===== config.mk =====
export PLATFORM = sky130hd
export DESIGN_NAME = apb_req_arbiter
export DESIGN_NICKNAME = d
export VERILOG_FILES = /design/src/rtl/apb_arb_pkg.sv /design/src/rtl/apb_req_arbiter_rr_pick.sv /design/src/rtl/apb_req_arbiter.sv
export SDC_FILE = /design/constraint.sdc
export NUM_CORES = 1
export LEC_CHECK = 0
export CAP_MARGIN = 20
export CORE_MARGIN = 3
export CORE_UTILIZATION = 34
export CTS_CLUSTER_SIZE = 16
export DETAILED_ROUTE_END_ITERATION = 10
export HOLD_SLACK_MARGIN = 0.03
export PLACE_DENSITY_LB_ADDON = 0.3
export SYNTH_ARGS = -nofsm -noshare
export SYNTH_HDL_FRONTEND = slang
export SYNTH_HIERARCHICAL = 1
export SYNTH_SLANG_ARGS = --single-unit
export TNS_END_PERCENT = 20

===== constraint.sdc =====
create_clock -name PCLK -period 3.3 [get_ports PCLK]
set_input_delay 0.66 -clock PCLK [delete_from_list [all_inputs] [get_ports PCLK]]
set_output_delay 0.66 -clock PCLK [all_outputs]
set_load 0.02 [all_outputs]

===== src/rtl/apb_arb_pkg.sv =====
// Shared types and widths for the APB request arbiter.
package apb_arb_pkg;

    localparam int unsigned APB_ADDR_W = 33;
    localparam int unsigned APB_DATA_W = 32;
    localparam int unsigned APB_STRB_W = 4;

    typedef enum logic [1:0] {
        IDLE  = 2'b00,
        ISSUE = 2'b01,
        RESP  = 2'b10
    } arb_state_e;

endpackage


===== src/rtl/apb_req_arbiter_rr_pick.sv =====
// Combinational round-robin picker: first valid index at or after ptr, wrapping.
module rr_pick #(
    parameter int unsigned NUM_REQ = 2,
    parameter int unsigned IDX_W   = 1
) (
    input  logic [NUM_REQ-1:0] req,
    input  logic [IDX_W-1:0]   ptr,
    output logic [NUM_REQ-1:0] grant,
    output logic [IDX_W-1:0]   idx,
    output logic               any
);

    logic found;

    always_comb begin
        found = 1'b0;
        idx   = '0;
        grant = '0;
        // First pass covers ptr..N-1, second pass wraps to 0..ptr-1.
        for (int unsigned i = 0; i < NUM_REQ; i++) begin
            if (!found && req[i] && (IDX_W'(i) >= ptr)) begin
                found = 1'b1;
                idx   = IDX_W'(i);
            end
        end
        for (int unsigned i = 0; i < NUM_REQ; i++) begin
            if (!found && req[i]) begin
                found = 1'b1;
                idx   = IDX_W'(i);
            end
        end
        for (int unsigned i = 0; i < NUM_REQ; i++) begin
            grant[i] = found && (idx == IDX_W'(i));
        end
        any = found;
    end

endmodule


===== src/rtl/apb_req_arbiter.sv =====
// Round-robin arbiter sharing one APB master between NUM_REQ requesters.
// Optional ISSUE watchdog enabled by defining APB_ARB_TIMEOUT_EN.
module apb_req_arbiter
    import apb_arb_pkg::*;
#(
    parameter int unsigned NUM_REQ        = 2,
    parameter int unsigned ADDR_W         = APB_ADDR_W,
    parameter int unsigned DATA_W         = APB_DATA_W,
    parameter int unsigned TIMEOUT_CYCLES = 16,
    localparam int unsigned IDX_W         = (NUM_REQ > 1) ? $clog2(NUM_REQ) : 1
) (
    input  logic                           PCLK,
    input  logic                           PRESET,
    input  logic [NUM_REQ-1:0]             req_valid,
    output logic [NUM_REQ-1:0]             req_ready,
    input  logic [NUM_REQ-1:0]             req_read,
    input  logic [NUM_REQ*ADDR_W-1:0]      req_addr,
    input  logic [NUM_REQ*DATA_W-1:0]      req_wdata,
    input  logic [NUM_REQ*APB_STRB_W-1:0]  req_strb,
    output logic [NUM_REQ-1:0]             rsp_valid,
    output logic [DATA_W-1:0]              rsp_rdata,
    output logic                           rsp_err,
    output logic                           m_transfer,
    output logic                           m_read,
    output logic [ADDR_W-1:0]              m_addr,
    output logic [DATA_W-1:0]              m_wdata,
    output logic [APB_STRB_W-1:0]          m_strb,
    input  logic                           m_penable,
    input  logic                           m_pready,
    input  logic                           m_pslverr,
    input  logic [DATA_W-1:0]              m_prdata,
    output logic                           busy,
    output logic [IDX_W-1:0]               grant_id
);

    if (NUM_REQ < 2 || NUM_REQ > 8) begin : g_bad_num_req
        $error("NUM_REQ must be in 2..8");
    end
    if (TIMEOUT_CYCLES < 1) begin : g_bad_timeout
        $error("TIMEOUT_CYCLES must be at least 1");
    end

    arb_state_e           state, state_next;
    logic [IDX_W-1:0]     ptr;
    logic [NUM_REQ-1:0]   pick_grant;
    logic [IDX_W-1:0]     pick_idx;
    logic                 pick_any;
    logic                 load;
    logic                 finish;
    logic                 done;
    logic                 abort;
    logic                 expired;

    rr_pick #(
        .NUM_REQ (NUM_REQ),
        .IDX_W   (IDX_W)
    ) u_pick (
        .req   (req_valid),
        .ptr   (ptr),
        .grant (pick_grant),
        .idx   (pick_idx),
        .any   (pick_any)
    );

    assign done  = m_penable & m_pready;
    assign abort = m_pslverr & ~done;

`ifdef APB_ARB_TIMEOUT_EN
    localparam int unsigned CNT_W = $clog2(TIMEOUT_CYCLES + 1);
    logic [CNT_W-1:0] tmo_cnt;

    // Counts ISSUE cycles; expires on the TIMEOUT_CYCLES-th one.
    always_ff @(posedge PCLK or posedge PRESET) begin
        if (PRESET) begin
            tmo_cnt <= '0;
        end else if (load) begin
            tmo_cnt <= '0;
        end else if (state == ISSUE) begin
            tmo_cnt <= tmo_cnt + CNT_W'(1);
        end
    end

    assign expired = (state == ISSUE) && (tmo_cnt == CNT_W'(TIMEOUT_CYCLES - 1));
`else
    assign expired = 1'b0;
`endif

    always_ff @(posedge PCLK or posedge PRESET) begin
        if (PRESET) state <= IDLE;
        else        state <= state_next;
    end

    always_comb begin
        state_next = state;
        load       = 1'b0;
        finish     = 1'b0;
        req_ready  = '0;
        case (state)
            IDLE: begin
                req_ready = PRESET ? '0 : pick_grant;
                if (pick_any) begin
                    load       = 1'b1;
                    state_next = ISSUE;
                end
            end
            ISSUE: begin
                if (done || abort || expired) begin
                    finish     = 1'b1;
                    state_next = RESP;
                end
            end
            RESP:    state_next = IDLE;
            default: state_next = IDLE;
        endcase
    end

    // Command latch, response capture and round-robin pointer.
    always_ff @(posedge PCLK or posedge PRESET) begin
        if (PRESET) begin
            ptr        <= '0;
            grant_id   <= '0;
            m_read     <= 1'b0;
            m_addr     <= '0;
            m_wdata    <= '0;
            m_strb     <= '0;
            m_transfer <= 1'b0;
            busy       <= 1'b0;
            rsp_valid  <= '0;
            rsp_rdata  <= '0;
            rsp_err    <= 1'b0;
        end else begin
            m_transfer <= (state_next == ISSUE);
            busy       <= (state_next != IDLE);
            rsp_valid  <= (state_next == RESP) ? (NUM_REQ'(1) << grant_id) : '0;
            if (load) begin
                grant_id <= pick_idx;
                m_read   <= req_read[pick_idx];
                m_addr   <= req_addr[32'(pick_idx) * ADDR_W +: ADDR_W];
                m_wdata  <= req_wdata[32'(pick_idx) * DATA_W +: DATA_W];
                m_strb   <= req_strb[32'(pick_idx) * APB_STRB_W +: APB_STRB_W];
            end
            if (finish) begin
                rsp_rdata <= (done && m_read) ? m_prdata : '0;
                rsp_err   <= done ? m_pslverr : 1'b1;
            end
            if (state == RESP) begin
                ptr <= (grant_id == IDX_W'(NUM_REQ - 1)) ? '0 : grant_id + IDX_W'(1);
            end
        end
    end

endmodule


After elaboration in Yosys (flattened, before gate mapping)
Cells that the tools add are included.

storage, ports and cells
  flip-flop bits (word level) = 111
  bits in latches = 0
  RAM bits = 0
  ROM bits = 0
  input port bits = 179
  output and inout port bits = 110
  logic and storage cells = 65
  memories kept = 0

cells by class
  add/sub/neg operators = 1
  multipliers = 1
  divide/modulo/power cells = 0
  $lt $le $gt $ge = 3
  equality and inequality tests = 4
  shifts and indexed selects = 4
  multiplexer cells = 22
  bitwise gates (word level) = 4
  reductions and logical operators = 14

operators by type and width
  cell                   number
  $shiftx A66 B8 Y33     1
  $shiftx A64 B7 Y32     1
  $mux W32               1
  $mux W1                15
  $mux W2                5
  $logic_and A1 B1 Y1    8
  $shiftx A8 B4 Y4       1
  $mul A1 B6 Y7 const B  1
  $eq A2 B1 Y1 const B   2
  $eq A2 B2 Y1 const B   2
  $pmux W2 S2            1
  $logic_not A1 Y1       3
  $and A1 B1 Y1          2
  $ge A1 B1 Y1 const A   2
  $logic_not A2 Y1       1
  $lt A1 B2 Y1 const B   1
  $not A1 Y1             2
  $reduce_bool A2 Y1     1
  $shl A1 B1 Y2 const A  1
  $add A1 B1 Y1 const B  1
  $logic_or A1 B1 Y1     1

Logic depth before layout (Yosys ltp)
  depth in word-level cells = 17
  mapped depth = 6
  gate-level depth less buffers = 4

Hierarchy
Netlist, hierarchy kept.

modules (own cells, without submodules)
  module           instances  cells an instance  area each (sq um)  seq. area each (sq um)
  apb_req_arbiter  1          409                4699.5             2777.7
  rr_pick          1          5                  32.5               0.0

Least setup slack after synthesis
Ideal clock, no wire load.

  kind = input -> output
  start = input PRESET
  end = output req_ready[0]
  arrival time = 1.088 ns
  data required time = 2.640 ns
  setup slack = 1.552 ns
  cell stages on the path = 2
  buffers on the path = 0
  path through = nor3_1 -> and2_1

on the way
  cells in the longest elaborated chain, start to end = 2

RTL lines
  element      RTL line                RTL
  from (decl)  apb_req_arbiter.sv:13   input logic PRESET,
  $mux W2      apb_req_arbiter.sv:100  req_ready = PRESET ? '0 : pick_grant;
  $mux W2      apb_req_arbiter.sv:98   case (state)
  to (decl)    apb_req_arbiter.sv:15   output logic [NUM_REQ-1:0] req_ready,

No other way between the ends.

Worst setup path in the final report
  start = input PRESET
  end = output req_ready[1]

The elaborated chain is that of the path after synthesis.

==> flow_results.org <==
** Power and ir drop
- The design draws 6590 uW.
- Power spread over the standard cell area amounts to 815 nW/um^2.
- The analysis attributes to cell leakage a power of 0.00337 uW.
- IR drop worst, VDD :: 371 uV

** Outcome
- The run finished with clean final reports.

** Clocking
- Buffers inserted during clock tree synthesis total 9.
- Clock latency on the worst-skew pair, taken at its later pin, is 0.35 ns.
- Clock transition time at the flip-flop clock pins of the worst setup and hold paths :: 0.07 ns
- TritonCTS built the clock tree.
- Number of H-tree levels :: 3
- The tree is rooted in a sky130_fd_sc_hd__clkbuf_16.
- Once the clock tree was built, the resizer swapped 0 gates to a different size.
- Post-cts hold buffer count :: 0
- Clock tree synthesis found a total of 111 sinks.
- Number of setup buffers added after CTS :: 0
- The clock passes through at most 2 buffers.

** Routing
- First-pass iteration count of the detailed router :: 4
- After detailed routing, the number of remaining DRC violations is 0.
- Wirelength per Cell :: 16.0 um
- Post-route antenna net violation count :: 0
- Overall via count from detail_route :: 4080
- Violation count after the first detailed-route iteration :: 166
- The routed design has 13.9 mm of wire.
- Using the TritonRoute via totals, the vias-per-cell ratio works out to 4.70.

** Floorplan
- Die boundary width :: 124 um
- Number of standard-cell rows in the floorplan :: 42
- Die H :: 124 um
- Initial standard-cell utilization of the core :: 35.3%
- The die covers 15400 sq um.
- The total area inside the core boundary comes to 13400 sq um.
- Top-level I/O count :: 289

** Yosys
- Dividing the synthesized area by the synthesized cell count gives 11.4 sq um.
- Summed over its instances, the top area cell type makes up 58.7% of the synthesized netlist area.
- Flop and latch count out of synthesis :: 111
- Number of different library cells in the post-synthesis netlist :: 21
- Largest cells by area after synthesis :: sky130_fd_sc_hd__dfrtp_1, sky130_fd_sc_hd__mux2i_1, sky130_fd_sc_hd__a21oi_1
- The share of the Yosys chip area taken by registers is 58.7%.
- During synthesis, Yosys emitted a total of 6 warnings.
- Top cell type by total area after synthesis :: sky130_fd_sc_hd__dfrtp_1
- Total standard cell area after synthesis :: 4730 sq um
- Number of standard cells after synthesis :: 414
- The number of nets handed over by synthesis was 593.

** STA
- Hold Vio Cnt, Final :: 0
- Worst rel slew slack :: 43.2%
- Crit path time final :: 2.81 ns
- For the pin with the worst max-slew slack, the measured transition is 0.851 ns.
- Setup repair after global routing missed its margin :: false
- Clock skew on the completed layout was measured at 0.00810 ns.
- Dividing the final minimum period by the clock period gives 85.1%.
- Setup violations remaining at the end of the flow were counted as 0.
- Total negative slack :: 0 ns
- Max Fclk :: 0.356 GHz
- The number of slew-limit violations in the final report is 0.

** Setup path
- STA classifies the critical path endpoint as a primary output.
- Slowest stage cell on the critical path :: sky130_fd_sc_hd__clkdlybuf4s50_1
- STA classifies the critical path startpoint as an input port.
- The largest single stage delay on the critical path is 0.60 ns.
- Of all nets on the critical path, the largest fanout is 2.
- Type of the worst setup path :: in2out
- Critical path arrival :: 2.15 ns
- Traced cell by cell, the critical path runs through clkdlybuf4s50_1, nor3_1, and2_1, clkdlybuf4s50_1.
- At the worst endpoint, the required time is 2.64 ns.
- By instance count, the cell type seen most on the critical path is sky130_fd_sc_hd__clkdlybuf4s50_1.

** Global route
- In the global route stage, overall resource usage came out at 17.4%.
- Vias in the first global route :: 4079
- The number of antenna violations at the first check in global routing came to 0.
- Global-route wire length before repair :: 20.4 mm
- Pin count of the biggest net entering global routing :: 81
- Overflow left after global routing :: 0

** Final layout
- The library cells used most frequently in the layout, excluding fill and tap cells, are sky130_fd_sc_hd__clkdlybuf4s50_1, sky130_fd_sc_hd__dfrtp_1, sky130_fd_sc_hd__nor2_1.
- Number of fill cells in the layout :: 1128
- Leaving out fill and tap cells, the most frequent cell in the layout is sky130_fd_sc_hd__clkdlybuf4s50_1.
- Antenna Diode Count :: 0
- Sequential Area :: 2780 sq um
- In the final layout, the multi-input gates occupy 1780 sq um.
- Nets@finish :: 867
- Relative area change from synthesis to final layout :: 70.9%
- Fraction of final layout cells with drive strength greater than 1 :: 4.18%

** Job
- Max capacitance violation total :: 0

** Placement
- Final estimated routing congestion in global placement :: 0.795
- Port-buffer cells :: 288
- HPWL Detailed :: 10.8 mm

** Worst hold path
- Hold/Removal Path Class :: reg2reg
-- synthesized netlist by cell type --
master / number
sky130_fd_sc_hd__dfrtp_1: 111
sky130_fd_sc_hd__nor2_1: 75
sky130_fd_sc_hd__a21oi_1: 71
sky130_fd_sc_hd__mux2i_1: 71
sky130_fd_sc_hd__a22o_1: 33
sky130_fd_sc_hd__buf_2: 24
sky130_fd_sc_hd__buf_4: 5
sky130_fd_sc_hd__and2_1: 4
sky130_fd_sc_hd__inv_1: 4
sky130_fd_sc_hd__a21boi_1: 3
sky130_fd_sc_hd__clkbuf_1: 3
sky130_fd_sc_hd__and3_1: 1
sky130_fd_sc_hd__mux2_2: 1
sky130_fd_sc_hd__nand2_1: 1
sky130_fd_sc_hd__nor2b_4: 1
sky130_fd_sc_hd__nor3_1: 1
sky130_fd_sc_hd__nor3b_4: 1
sky130_fd_sc_hd__o21ai_0: 1
sky130_fd_sc_hd__o21ai_2: 1
sky130_fd_sc_hd__o31ai_1: 1
sky130_fd_sc_hd__or2_1: 1
-- flip-flops by register name (all words and copies together) (netlist names) --
name        cells
m_wdata        32
rsp_valid       2
rsp_rdata      32
busy            1
m_strb          4
ptr             1
m_addr         33
state           2
grant_id        1
m_read          1
rsp_err         1
m_transfer      1
-- path summary, 6_finish.rpt --
check	start	endpoint	slack (ns)	depth (start not counted)
max in group asynchronous	PRESET	m_wdata[29]$_DFFE_PP0P_	1.76	3
worst min register to register	rsp_rdata[10]$_DFFE_PP0P_	rsp_rdata[10]$_DFFE_PP0P_	0.51	1
worst max-delay path	PRESET	req_ready[1]	0.49	4
worst max register to register	ptr$_DFFE_PP0N_	m_addr[32]$_DFFE_PP0P_	1.59	5
worst min-delay path	rsp_rdata[10]$_DFFE_PP0P_	rsp_rdata[10]$_DFFE_PP0P_	0.51	1
min in group asynchronous	PRESET	rsp_rdata[19]$_DFFE_PP0P_	0.86	2
-- per-layer routing --
layer,track usage [%],up-vias,part of all wire (%)
li1,-,2000,-
met1,19.6,1900,37
met2,30.5,168,51
met3,5.59,12,10
met4,7.32,0,1.7
met5,0,-,0
-- final cells by class --
type,instances,share of cell area (%)
inverters,4,0.232
repair buffers,295,37.1
clock buffers,10,2.96
well taps,176,2.72
clock inverters,6,0.634
multi-input cells,267,22.0
flip-flops and latches,111,34.3
-- report_power, final --
part	internal, uW	total [uW]	switching [uW]
registers	1940	2280	342
logic	1610	3260	1650
clock network	544	1050	506
-- critical path: cells and delay by family --
family / cells / cell delay, ns
buffers and inverters: 2 / 1.07
and+or+nand+nor: 2 / 0.43
-- logic make-up (layout without fill, tap and decap cells) --
group / after synthesis / after routing / share of synthesized area, %
buffers and inverters: 36 / 315 / 3.89
AOI/OAI and AO/OA: 110 / 110 / 14.5
and+or+nand+nor: 85 / 85 / 7.61
muxes: 72 / 72 / 15.3
DFF: 111 / 111 / 58.7
-- through the flow --
stage,setup slack [ns],instances,utilization (%),instance area [sq um],hold WS (ns)
2_1_floorplan,1.30,414,-,4740,0.496
3_3_place_gp,0.535,853,58.2,7800,0.486
3_5_place_dp,0.477,853,58.2,7800,0.487
4_1_cts,0.477,869,60.3,8090,0.512
5_1_grt,0.454,869,60.3,8090,0.521
6_report,0.492,869,60.3,8090,0.507
(Power assumes the default switching activity.)
